<file path="src/rtl/fetch_unit.sv">
// Instruction fetch stage: owns the PC, issues in-order word fetches to imem,
// buffers returned words with their PCs and flushes on execute redirects.
module fetch_unit #(
    parameter logic [31:0] RESET_PC = 32'h0000_0000,
    parameter int          DEPTH    = 2,
    parameter logic [31:0] NOP_INST = 32'h0000_0013
) (
    input  logic        clk,
    input  logic        rst_n,
    output logic        imem_req_valid,
    input  logic        imem_req_ready,
    output logic [31:0] imem_req_addr,
    input  logic        imem_rsp_valid,
    input  logic [31:0] imem_rsp_data,
    input  logic        redirect_valid,
    input  logic [31:0] redirect_pc,
    output logic        id_valid,
    input  logic        id_ready,
    output logic [31:0] id_inst,
    output logic [31:0] id_pc
);
    localparam int PW = (DEPTH > 1) ? $clog2(DEPTH) : 1;
    localparam int CW = $clog2(DEPTH + 1);

    typedef logic [PW-1:0] ptr_t;
    typedef logic [CW-1:0] cnt_t;

    function automatic ptr_t ptr_inc(input ptr_t p);
        return (p == ptr_t'(DEPTH - 1)) ? '0 : p + ptr_t'(1);
    endfunction

    logic        rst_n_q;
    logic [31:0] pc_q;
    logic [31:0] inst_q [DEPTH];
    logic [31:0] bpc_q  [DEPTH];
    ptr_t        head_q, tail_q;
    cnt_t        occ_q;
    logic [31:0] pf_q   [DEPTH];
    ptr_t        pf_head_q, pf_tail_q;
    cnt_t        out_q, drop_q;

    logic        credit, fire, deq, keep;
    logic [CW:0] used;
    cnt_t        out_d, occ_d;

    always_comb begin
        used   = {1'b0, out_q} + {1'b0, occ_q};
        credit = used < (CW+1)'(DEPTH);
        imem_req_valid = rst_n_q & ~redirect_valid & credit;
        fire   = imem_req_valid & imem_req_ready;
        id_valid = occ_q != '0;
        deq    = id_valid & id_ready;
        // A word is kept only if it is not owed to an earlier redirect and
        // no redirect is flushing the buffer this cycle.
        keep   = imem_rsp_valid & (drop_q == '0) & ~redirect_valid;
        out_d  = out_q + cnt_t'(fire) - cnt_t'(imem_rsp_valid);
        occ_d  = occ_q + cnt_t'(keep) - cnt_t'(deq);
        imem_req_addr = pc_q;
        id_inst = id_valid ? inst_q[head_q] : NOP_INST;
        id_pc   = id_valid ? bpc_q[head_q]  : 32'h0;
    end

    always_ff @(posedge clk) begin
        if (!rst_n) begin
            rst_n_q   <= 1'b0;
            pc_q      <= RESET_PC;
            head_q    <= '0;
            tail_q    <= '0;
            occ_q     <= '0;
            pf_head_q <= '0;
            pf_tail_q <= '0;
            out_q     <= '0;
            drop_q    <= '0;
        end else begin
            rst_n_q <= 1'b1;
            if (redirect_valid) begin
                // Everything still in flight becomes a word to throw away.
                pc_q      <= redirect_pc & ~32'h3;
                head_q    <= '0;
                tail_q    <= '0;
                occ_q     <= '0;
                pf_head_q <= '0;
                pf_tail_q <= '0;
                out_q     <= out_q - cnt_t'(imem_rsp_valid);
                drop_q    <= out_q - cnt_t'(imem_rsp_valid);
            end else begin
                if (fire) begin
                    pc_q             <= pc_q + 32'd4;
                    pf_q[pf_tail_q]  <= pc_q;
                    pf_tail_q        <= ptr_inc(pf_tail_q);
                end
                if (imem_rsp_valid) begin
                    if (drop_q != '0) begin
                        drop_q <= drop_q - cnt_t'(1);
                    end else begin
                        inst_q[tail_q] <= imem_rsp_data;
                        bpc_q[tail_q]  <= pf_q[pf_head_q];
                        tail_q         <= ptr_inc(tail_q);
                        pf_head_q      <= ptr_inc(pf_head_q);
                    end
                end
                if (deq)
                    head_q <= ptr_inc(head_q);
                occ_q <= occ_d;
                out_q <= out_d;
            end
        end
    end
endmodule
</file>
<file path="config.mk">
export PLATFORM = sky130hd
export DESIGN_NAME = fetch_unit
export DESIGN_NICKNAME = d
export VERILOG_FILES = /design/src/rtl/fetch_unit.sv
export SDC_FILE = /design/constraint.sdc
export NUM_CORES = 1
export LEC_CHECK = 0
export BUFFER_PORTS_ARGS = -buffer_cell sky130_fd_sc_hd__clkbuf_2
export CORE_ASPECT_RATIO = 1.1
export CORE_MARGIN = 8
export CORE_UTILIZATION = 40
export CTS_CLUSTER_SIZE = 28
export DETAILED_ROUTE_END_ITERATION = 6
export SETUP_SLACK_MARGIN = 0.3
export SLEW_MARGIN = 20
export SYNTH_ARGS = -nofsm -noshare
export SYNTH_HDL_FRONTEND = slang
export SYNTH_SLANG_ARGS = --single-unit
</file>
<file path="constraint.sdc">
create_clock -name clk -period 7.4 [get_ports clk]
set_input_delay 1.11 -clock clk [delete_from_list [all_inputs] [get_ports clk]]
set_output_delay 1.11 -clock clk [all_outputs]
set_load 0.03 [all_outputs]
</file>
==> results.toml <==
[run_status]
status = "completed"

[global_route]
grt_first_pass_wirelength_mm = 31.02
overflow = 0
grt_usage_pct = 13.56
grt_pass1_vias = 5650
grt_max_degree = 63
grt_antenna_before_repair = 0

[route]
via_count = 5585
drt_iter0_markers = 240
drc = 0
wl_per_cell_um = 17.17
avgViaCountPerCell = 4.908
antenna_left = 0
postRouteWirelength_mm = 19.54
first_pass_iters = 4

[power]
comb_power_share_pct = 7.9
ir_worst_vdd_mv = 0.1299
power_mw = 2.939
leakage_nw = 4.063
p_int_mw = 2.287
powerDensity_mw_per_mm2 = 262.0
p_seq_share_pct = 49.3
switchingPower_mw = 0.6516
p_sw_share_pct = 22.17
clockPowerShare_pct = 42.8

[timing]
finalHoldViolCount = 0
setup_violations = 0
worst_slew_pin_slew_ns = 0.9062
rsz0062_at_grt = "no"
fmaxAchievable_mhz = 306.2
slew_violations = 0
max_slew_margin_pct = 39.59
fin_crit_sh_pct = 44.14
skew_ns = 0.005327
tns_ns = 0
period_needed_ns = 3.266

[finish]
final_util_pct = 49.23
finalNonFillerCells = 1138
nFillCells = 2037
seqCellArea_mm2 = 0.006390
syn_to_final_growth_pct = 21.28
fin_area_mm2 = 0.01122
multi_input_area_mm2 = 0.002690
antennaDiodeCount = 0
layout-drive-gt1-share_pct = 29.59
nets = 898

[clock_tree]
numCtsBuffers = 24
h-tree-depth = 1
clockBufferDepth = 3
cts_tree = "done"
cts_setup_buffers = 0
cts_hold_buf = 0
cts_root_buffer = "clkbuf_16"
clock_sinks = 227
clock_latency_ns = 0.50
clkTransAtPathRegs_ns = 0.06
cts_resized = 0

[place]
dpl.cell_count = 1094
placed_area_mm2 = 0.01038
gp_congestion = 0.7555
dp_hpwl_mm = 12.77
port_buffers = 161

[logic_synthesis]
netlist_top_cells_count = "edfxtp_1 (184), nor2_1 (71), mux2i_1 (63)"
synth_xor_area_share_pct = 3.030
synth_cells = 660
yosys-top-cells-area = "edfxtp_1 (60%), dfxtp_1 (9.3%), mux2i_1 (6.8%)"
synth_area_mm2 = 0.009249
yosysSeqAreaShare_pct = 69.05
ys.flop_type = "edfxtp_1"
yosys.area_share.adder_pct = 1.163
muxShareOfSynthArea_pct = 10.47
yosysUniqueCellTypes = 45
post-synth-top-area-cell = "edfxtp_1"
avgSynthCellArea_um2 = 14.01
synth_simple_gate_area_share_pct = 9.794
synth_top_area_share_pct = 59.74
synth_warnings = 0
synth-edff-count = 184
postSynth.asyncResetShare_pct = 0
synth_top_family_by_area = "multiplexers"
ys_ff_latch = 227
synth_compound_area_share_pct = 4.234
yosysMostFrequentCell = "edfxtp_1"

[setup_path]
path_cells = "clkbuf_2, buf_4, inv_1, nand2_1, nor3_2, buf_4"
end_kind = "flop"
crit_fanout = 62
crit_required_ns = 7.52
cp.buffers_inverters = 4
critPathSlowestCell = "buf_4"
max_stage_delay_ns = 0.71
crit_family = "buffers and inverters"
worstPathArrival_ns = 3.39
worstSetupStartpointType = "input pin"
critPathKind = "in -> reg"
critical_path.most_common_cell = "buf_4"

[worst_hold_path]
hold_path.class = "reg -> reg"

[die]
floorplan.initialDensity_pct = 40.59
fp.dieArea_mm2 = 0.02825
dieWidth_um = 161.0
ioPinCount = 168
coreArea_mm2 = 0.02279
fp-row-count = 58
fp.dieH_um = 175.5

[job]
maxCapViolCount = 0
-- layout make-up --
| type | count | area share [%] |
|---|---|---|
| Timing Repair Buffer | 168 | 7.830 |
| Multi-Input combinational cell | 388 | 23.98 |
| Sequential cell | 227 | 56.97 |
| Tap cell | 300 | 3.346 |
| Clock inverter | 16 | 1.829 |
| Clock buffer | 28 | 5.678 |
| Inverter | 11 | 0.3681 |
-- stage by stage --
stage               hold slack, ns  setup WS (ns)
global route                0.5639          3.871
detailed placement          0.5042          3.590
CTS                         0.5239          4.094
finish                      0.5185          4.134
global placement            0.4892          3.590
floorplan                   0.4725         0.7288
-- registers in the layout, summed over array words and instances, names as in the netlist, named ones only --
name	flops
inst_q	64
bpc_q	60
pf_q	60
imem_req_addr	30
drop_q	2
occ_q	2
out_q	2
head_q	1
pf_head_q	1
pf_tail_q	1
rst_n_q	1
tail_q	1
-- cells by family after synthesis --
kind of cell	Yosys count
other cells	1
mux	93
simple gates	187
buf+inv	48
flops	227
fa+ha+maj	8
xor+xnor	32
compound gates	64
-- worst paths after layout --
path	startpoint	end	slack, ns	cells past startpoint
max	redirect_valid	bpc_q[0][15]	4.13	6
min	head_q	head_q	0.52	2
max reg2reg	occ_q[0]	out_q[1]	4.34	13
min reg2reg	head_q	head_q	0.52	2
-- worst min-delay path, stage by stage, from the launching register on --
cell and delay [ns]:
dfxtp_1 0.32, xnor2_1 0.09, nor2_1 0.07
-- cell usage in the layout, fill, tap and decap left out, types with 2 or more instances in the layout --
cell and instances:
clkbuf_1 3, buf_4 6, nor3_2 2, mux2_2 30, xnor2_1 12, o311ai_0 2, and2_1 7, a21boi_0 4
o211a_1 3, o21a_1 4, and3_1 7, nand4_1 11, nor4_1 6, nor2b_1 2, clkinv_1 5, nor2_1 69
nand3_1 12, dfxtp_1 42, clkbuf_2 161, o21ai_0 33, xor2_1 20, conb_1 4, mux2i_1 63, and4_1 2
clkinv_2 4, nand2_1 52, inv_1 10, nand2b_1 3, nor3_1 3, ha_1 7, a21oi_1 10, o2bb2ai_1 5
edfxtp_1 184, bufinv_16 5, clkbuf_16 25
-- routing by layer --
| metal | vias up | global-route usage (%) | wire, µm |
|---|---|---|---|
| met2 | 145 | 23.04 | 9642 |
| li1 | 2735 | - | - |
| met3 | 31 | 2.997 | 1062 |
| met4 | 0 | 3.784 | 345 |
| met1 | 2674 | 17.12 | 8489 |
| met5 | - | 0 | 0 |
-- power groups by stage --
stage | clock (mW) | sequential [mW] | combinational, mW
finish | 1.26 | 1.45 | 0.232
CTS | 1.29 | 1.45 | 0.237
detailed placement | 0 | 1.48 | 0.236
global route | 1.34 | 1.45 | 0.255
floorplan | 0 | 1.49 | 0.143
global placement | 0 | 1.48 | 0.231
(Power assumes the default switching activity.)
